`config.mk`:
```
export PLATFORM = sky130hd
export DESIGN_NAME = mp_addsub_ctrl
export DESIGN_NICKNAME = d
export VERILOG_FILES = /design/src/rtl/mp_addsub_pkg.sv /design/src/rtl/addSub.sv /design/src/rtl/mp_addsub_ctrl.sv
export SDC_FILE = /design/constraint.sdc
export NUM_CORES = 1
export LEC_CHECK = 0
export BUFFER_PORTS_ARGS = -buffer_cell sky130_fd_sc_hd__buf_2
export CORE_UTILIZATION = 55
export DETAILED_ROUTE_END_ITERATION = 10
export PLACE_DENSITY = 0.8
export SYNTH_ARGS = -nofsm -noshare
export SYNTH_HDL_FRONTEND = slang
export SYNTH_SLANG_ARGS = --single-unit
```
`constraint.sdc`:
```
create_clock -name clk -period 5.24 [get_ports clk]
set_clock_uncertainty 0.15 [all_clocks]
set_input_delay 1.048 -clock clk [delete_from_list [all_inputs] [get_ports clk]]
set_output_delay 1.048 -clock clk [all_outputs]
set_load 0.02 [all_outputs]
```
`src/rtl/mp_addsub_pkg.sv`:
```
// mp_addsub_pkg: shared state encoding, default sizes and index-width helper for the multi-precision add/sub sequencer
package mp_addsub_pkg;
    typedef enum logic [1:0] {IDLE = 2'd0, RUN = 2'd1, DONE = 2'd2} state_e;
    localparam int W_DEF      = 32;
    localparam int NWORDS_DEF = 4;
    function automatic int idx_w(input int n);
        return (n > 1) ? $clog2(n) : 1;
    endfunction
endpackage

```
`src/rtl/addSub.sv`:
```
// addSub: W-bit add/sub datapath; D selects B inversion, Cin feeds the carry chain
module addSub #(
    parameter int W = 32
) (
    input  logic [W-1:0] A,
    input  logic [W-1:0] B,
    input  logic         D,
    input  logic         Cin,
    output logic [W-1:0] S,
    output logic         Cout
);
    logic [W-1:0] b_eff;
    assign b_eff     = D ? ~B : B;
    assign {Cout, S} = {1'b0, A} + {1'b0, b_eff} + {{W{1'b0}}, Cin};
endmodule

```
`src/rtl/mp_addsub_ctrl.sv`:
```
// mp_addsub_ctrl: sequences NWORDS limbs through one addSub, LS limb first, carry chained
module mp_addsub_ctrl
    import mp_addsub_pkg::*;
#(
    parameter int W      = W_DEF,
    parameter int NWORDS = NWORDS_DEF
) (
    input  logic              clk,
    input  logic              rst_n,
    input  logic              req_valid,
    output logic              req_ready,
    input  logic [W*NWORDS-1:0] req_a,
    input  logic [W*NWORDS-1:0] req_b,
    input  logic              req_sub,
    output logic              rsp_valid,
    input  logic              rsp_ready,
    output logic [W*NWORDS-1:0] rsp_sum,
    output logic              rsp_cout,
    output logic              rsp_ovf
);
    localparam int IW = idx_w(NWORDS);
    localparam int OW = W * NWORDS;

    state_e        state_q, state_d;
    logic [IW-1:0] idx_q, idx_d;
    logic          carry_q, carry_d, sub_q, sub_d;
    logic          cout_q, cout_d, ovf_q, ovf_d, valid_q, valid_d;
    logic [OW-1:0] a_q, a_d, b_q, b_d, sum_q, sum_d;
    logic [W-1:0]  a_limb, b_limb, s_limb;
    logic          co;

    // subtraction is inversion of B plus carry-in of 1; the datapath D input stays 0
    assign a_limb = a_q[int'(idx_q)*W +: W];
    assign b_limb = sub_q ? ~b_q[int'(idx_q)*W +: W] : b_q[int'(idx_q)*W +: W];

    addSub #(.W(W)) u_addsub (
        .A   (a_limb),
        .B   (b_limb),
        .D   (1'b0),
        .Cin (carry_q),
        .S   (s_limb),
        .Cout(co)
    );

    always_comb begin
        state_d = state_q;
        idx_d   = idx_q;
        carry_d = carry_q;
        sub_d   = sub_q;
        a_d     = a_q;
        b_d     = b_q;
        sum_d   = sum_q;
        cout_d  = cout_q;
        ovf_d   = ovf_q;
        valid_d = valid_q;
        case (state_q)
            IDLE: if (req_valid) begin
                a_d     = req_a;
                b_d     = req_b;
                sub_d   = req_sub;
                idx_d   = '0;
                carry_d = req_sub;
                state_d = RUN;
            end
            RUN: begin
                sum_d[int'(idx_q)*W +: W] = s_limb;
                carry_d = co;
                if (idx_q == IW'(NWORDS - 1)) begin
                    idx_d   = '0;
                    cout_d  = co;
                    ovf_d   = (a_limb[W-1] == b_limb[W-1]) && (s_limb[W-1] != a_limb[W-1]);
                    valid_d = 1'b1;
                    state_d = DONE;
                end else begin
                    idx_d = idx_q + 1'b1;
                end
            end
            DONE: if (rsp_ready) begin
                valid_d = 1'b0;
                state_d = IDLE;
            end
            default: state_d = IDLE;
        endcase
    end

    always_ff @(posedge clk or negedge rst_n) begin
        if (!rst_n) begin
            state_q <= IDLE;
            idx_q   <= '0;
            carry_q <= 1'b0;
            sub_q   <= 1'b0;
            a_q     <= '0;
            b_q     <= '0;
            sum_q   <= '0;
            cout_q  <= 1'b0;
            ovf_q   <= 1'b0;
            valid_q <= 1'b0;
        end else begin
            state_q <= state_d;
            idx_q   <= idx_d;
            carry_q <= carry_d;
            sub_q   <= sub_d;
            a_q     <= a_d;
            b_q     <= b_d;
            sum_q   <= sum_d;
            cout_q  <= cout_d;
            ovf_q   <= ovf_d;
            valid_q <= valid_d;
        end
    end

    // gated by rst_n so ready reads 0 while reset is held and 1 as soon as it is released
    assign req_ready = (state_q == IDLE) && rst_n;
    assign rsp_valid = valid_q;
    assign rsp_sum   = sum_q;
    assign rsp_cout  = cout_q;
    assign rsp_ovf   = ovf_q;
endmodule
```
## Word-level counts from Yosys, hierarchy flattened

Cells that the tools add are included.

| operators by class | value |
|---|---|
| $add $sub $neg | 4 |
| equality and inequality tests | 8 |
| shifts and indexed selects | 4 |
| multiplexer cells | 14 |
| bitwise gates (word level) | 1 |
| reductions and logical operators | 10 |

Operators by type and width:

| kind | number |
|---|---|
| 128-bit by 8-bit variable part select with 32-bit output | 2 |
| 128-bit bitwise mux | 1 |
| 32-bit by 33-bit variable shift with 128-bit output (first input constant) | 1 |
| 32-bit by 33-bit variable part select with 128-bit output | 1 |
| 32-bit by 32-bit adder with 33-bit output | 1 |
| 33-bit by 1-bit adder with 33-bit output | 1 |
| 7-bit negation with 33-bit output | 1 |
| 32-bit two-way mux | 1 |
| 32-bit inverter | 1 |
| 2-bit two-way mux | 5 |
| 2-bit != test (second input constant) | 3 |
| 2-bit case mux with 3 select lines | 1 |
| 2-bit AND reduction | 3 |
| 3-bit AND reduction | 2 |
| 2-bit equality test (second input constant) | 2 |
| 1-bit case mux with 2 select lines | 2 |
| 2-bit case mux with 2 select lines | 1 |
| 2-bit nonzero test | 2 |
| 1-bit two-way mux | 3 |
| 2-bit by 1-bit adder with 2-bit output (second input constant) | 1 |
| 2-bit by 1-bit equality test with 1-bit output (second input constant) | 1 |
| 1-bit logical AND | 2 |
| 2-bit logical NOT | 1 |
| 1-bit equality test | 1 |
| 1-bit != test | 1 |

| storage, ports and cells | value |
|---|---|
| register bits after elaboration | 393 |

## Longest topological paths before layout

| depth | value |
|---|---|
| depth after elaboration | 7 |
| mapped depth | 14 |
| gate-level depth less buffers | 12 |

## Hierarchy

A second synthesis with hierarchy kept.

| unflattened totals | value |
|---|---|
| cell total of the unflattened synthesis | 1,276 |
| area, all modules | 18,457.7 µm² |

By module, submodules not included:

| module | times used | cells an instance | area an instance (µm²) | seq. area each (µm²) |
|---|---|---|---|---|
| mp_addsub_ctrl | 1 | 1,000 | 16,418.2 | 9,834.4 |
| addSub | 1 | 276 | 2,039.5 | 0.0 |

## Worst setup path after synthesis

No wires, ideal clock.

| timing path | value |
|---|---|
| kind | flip-flop to flip-flop |
| from | register idx_q[0] |
| to | register sum_q[29], in the netlist rsp_sum[29] |
| library setup time | 0.085 ns |
| arrival time | 3.944 ns |
| required time | 5.005 ns |
| path slack | 1.061 ns |
| cell stages (with the launch flop) | 13 |
| buffers on the path | 3 |
| clock period less this slack | 4.179 ns |
| cell sequence | dfrtp_1 -> buf_2 -> buf_2 -> buf_1 -> mux4_2 -> ha_1 -> a21o_1 -> a21o_2 -> a221oi_4 -> o21ai_2 -> a311oi_2 -> mux2_2 -> o21ai_0 |

| on the way | value |
|---|---|
| longest elaborated chain between the ends | 7 |
| elaborated cells on any way between the ends | 10 |

Ends and longest elaborated chain:

| what | RTL line | RTL |
|---|---|---|
| start, declared | mp_addsub_ctrl.sv:25 | `logic [IW-1:0] idx_q, idx_d;` |
| start signal, assigned | mp_addsub_ctrl.sv:100 | `idx_q <= idx_d;` |
| 128-bit by 8-bit variable part select with 32-bit output | mp_addsub_ctrl.sv:34 | `assign b_limb = sub_q ? ~b_q[int'(idx_q)*W +: W] : b_q[int'(idx_q)*W +: W];` |
| 32-bit inverter | mp_addsub_ctrl.sv:34 |  |
| 32-bit two-way mux | mp_addsub_ctrl.sv:34 |  |
| 32-bit by 32-bit adder with 33-bit output | addSub.sv:14 | `assign {Cout, S} = {1'b0, A} + {1'b0, b_eff} + {{W{1'b0}}, Cin};` |
| 33-bit by 1-bit adder with 33-bit output | addSub.sv:14 |  |
| 32-bit by 33-bit variable part select with 128-bit output | mp_addsub_ctrl.sv:66 | `sum_d[int'(idx_q)*W +: W] = s_limb;` |
| 128-bit bitwise mux (*) | mp_addsub_ctrl.sv:66 |  |
| end signal, assigned | mp_addsub_ctrl.sv:105 | `sum_q <= sum_d;` |
| end, declared | mp_addsub_ctrl.sv:28 | `logic [OW-1:0] a_q, a_d, b_q, b_d, sum_q, sum_d;` |

Every way passes the cells marked *; elsewhere a longest branch is shown, timed or not.
A chain may end at the register's enable or synchronous reset.

## Worst setup path in the final report

| timing path | value |
|---|---|
| from | register idx_q[0] |
| to | register sum_q[94], in the netlist rsp_sum[94] |

Same word-level chain as after synthesis.

==> flow_metrics.env <==
export IMPL_synth_common_cells="393 x dfrtp_1, 258 x mux2_2, 93 x a22o_1, 64 x mux4_2, 59 x nand2_1"
export IMPL_gp_congestion=0.9601
export IMPL_r2r_start="idx_q[0]"
export IMPL_layout_drive_gt1_share_pct=47.93
export IMPL_multiInputGateArea_um2=8043
export IMPL_synth_seq_cells=393
export IMPL_core_um2=32620
export IMPL_cts_tree="yes"
export IMPL_synth_area_leader_cell="dfrtp_1"
export IMPL_postCtsHoldBufs=0
export IMPL_htree_levels=2
export IMPL_dp_hpwl_mm=36.00
export IMPL_grt_total_usage_pct=29.69
export IMPL_synthTopCellsByArea="dfrtp_1 54%, mux2_2 16%, mux4_2 7.9%"
export IMPL_yosysMostFrequentCell="dfrtp_1"
export IMPL_yosysWarningCount=0
export IMPL_synth_cells=1310
export IMPL_syn_cell_area_um2=18250
export IMPL_synth_edf_count=0
export IMPL_place_inst=2082
export IMPL_first_pass_iters=5
export IMPL_max_slew_worst_pin_slew_ns=1.242
export IMPL_ys_seq_area_share_pct=53.88
export IMPL_cts_setup_buffers=0
export IMPL_rows=66
export IMPL_clk_latency_ns=0.55
export IMPL_startpoint="idx_q[0]"
export IMPL_portBuffers=392
export IMPL_drt_vias_per_instance=5.934
export IMPL_ioPinCount=393
export IMPL_finalHoldViolCount=0
export IMPL_hold_path_class="input port to asynchronous set/reset pin"
export IMPL_grt_pass1_wl_mm=76.50
export IMPL_maxClockFrequency_mhz=223.4
export IMPL_clkSinkCount=393
export IMPL_status="finished clean"
export IMPL_drc=0
export IMPL_cp_max_fo=25
export IMPL_maxCapViolCount=0
export IMPL_antenna_found_initial=13
export IMPL_cts_path_max_buffers=3
export IMPL_worstSetupEndpointType="flip-flop"
export IMPL_drt_iter0_markers=910
export IMPL_finalMaxSlewViolations=0
export IMPL_grt_setup_unrepaired="false"
export IMPL_cts_buffers=42
export IMPL_layoutNonFillerInstCount=2168
export IMPL_wl_mm=49.30
export IMPL_finalSetupTns_ns=0
export IMPL_postRouteAntennaNets=0
export IMPL_root_buffer="clkbuf_16"
export IMPL_grt_overflow=0
export IMPL_post_route_min_period_ns=4.476
export IMPL_min_period_over_period_pct=85.42
export IMPL_max_slew_margin_pct=17.19
export IMPL_initial_core_util_pct=55.95
export IMPL_fillers=2376
export IMPL_seqCellArea_um2=9843
export IMPL_fin_nets=1984
export IMPL_syn_num_nets=1610
export IMPL_cts_resized=0
export IMPL_grt_pass1_vias=13131
export IMPL_ys_types=70
export IMPL_clk_pin_slew_ns=0.06
export IMPL_syn2layout_area_growth_pct=20.52
export IMPL_via_count=12865
export IMPL_post_drt_wl_per_cell_um=22.74
export IMPL_met3_usage_pct=7.963
export IMPL_fp_dieArea_um2=33920
export IMPL_setup_viol=0
export IMPL_met1_usage_pct=40.33
export IMPL_arrival_ns=4.71
export IMPL_start_kind="flip-flop"
export IMPL_synth_main_ff_cell="dfrtp_1"
export IMPL_grt_start_max_net_pins=141
export IMPL_met2_usage_pct=47.27
export IMPL_r2r_cells=12
export IMPL_die_height_um=184.2
export IMPL_synth_async_sr_flop_share_pct=100.0
export IMPL_grt_most_used_layer="met2"
export IMPL_path_class="flip-flop to flip-flop"
export IMPL_die_x_um=184.2
export IMPL_synth_top_area_share_pct=53.88
export IMPL_avgSynthCellArea_um2=13.93
export IMPL_worstPathRequired_ns=5.47
## stage by stage
step           area, um^2  setup slack [ns]  hold slack (ns)  util, %
6_report            22000            0.7638           0.2878    67.43
3_3_place_gp        20670            0.8660           0.3094    63.37
5_1_grt             21980            0.5292           0.3270    67.39
2_1_floorplan       18250             1.061           0.3252        -
4_1_cts             21970            0.7318           0.3019    67.35
3_5_place_dp        20670            0.8156           0.3161    63.37
## placed cells by master (no fill, tap or decap), types with 4 or more instances in the layout
cell,count
mux2_2,258
dfrtp_1,390
a22o_1,93
xnor2_1,16
clkinv_2,6
diode_2,11
mux4_2,64
o21a_1,5
a32o_1,4
nand2_1,59
clkbuf_8,5
mux2i_1,5
buf_4,19
nand4_1,12
a22oi_1,12
o31ai_1,7
inv_1,10
o21bai_1,5
xor2_1,37
clkbuf_16,42
buf_12,4
or3_1,6
buf_2,391
ha_1,37
nor2_1,24
a21o_1,8
clkbuf_1,15
nand3_1,10
a21oi_1,37
o21ai_0,53
nand2b_1,5
## state kept, by name, indices dropped and copies added, names as in the netlist
name       flops
rsp_ovf        1
rsp_sum      128
rsp_cout       1
b_q          128
sub_q          1
rsp_valid      1
idx_q          2
carry_q        1
state_q        2
a_q          128
## metal layers
layer  part of all wire (%)  up-vias
met4                    2.0       12
met1                     42     6526
met5                   0.14        -
li1                       -     5682
met3                    8.9       86
met2                     47      559
## path summary, 6_finish.rpt
check                              end  slack, ns
max                        rsp_sum[94]       0.76
min                        rsp_sum[32]       0.29
max reg2reg                rsp_sum[94]       0.76
min reg2reg                    rsp_ovf       0.32
max in group asynchronous     idx_q[0]       3.34
min in group clk               rsp_ovf       0.32
## critical path, stage by stage (launching register included)
cell and delay (ns):
dfrtp_4 0.76, mux4_2 0.59, xnor2_1 0.21, fa_1 0.44
inv_1 0.08, fa_1 0.21, a21o_1 0.16, a221oi_2 0.08
or3_4 0.44, o211a_4 0.28, o31ai_1 0.25, a2bb2oi_1 0.43
o21ai_0 0.21
## area by class of cell
type,count,share of cell area [%]
Tap cell,442,2.514
Multi-Input combinational cell,822,36.56
Clock buffer,62,5.347
Sequential cell,393,44.75
Clock inverter,13,0.5518
Inverter,10,0.1706
Timing Repair Buffer,415,9.977
Antenna cell,11,0.1251
## cell families after synthesis
family          synth area share [%]
compound gates                 10.65
fa+ha+maj                      2.756
mux                            24.09
flops                          53.88
simple gates                   3.860
xor+xnor                       2.632
buf+inv                        2.125
Power is not shown: default switching activity piles up to over one toggle a cycle in this logic, so the estimate is an artifact.
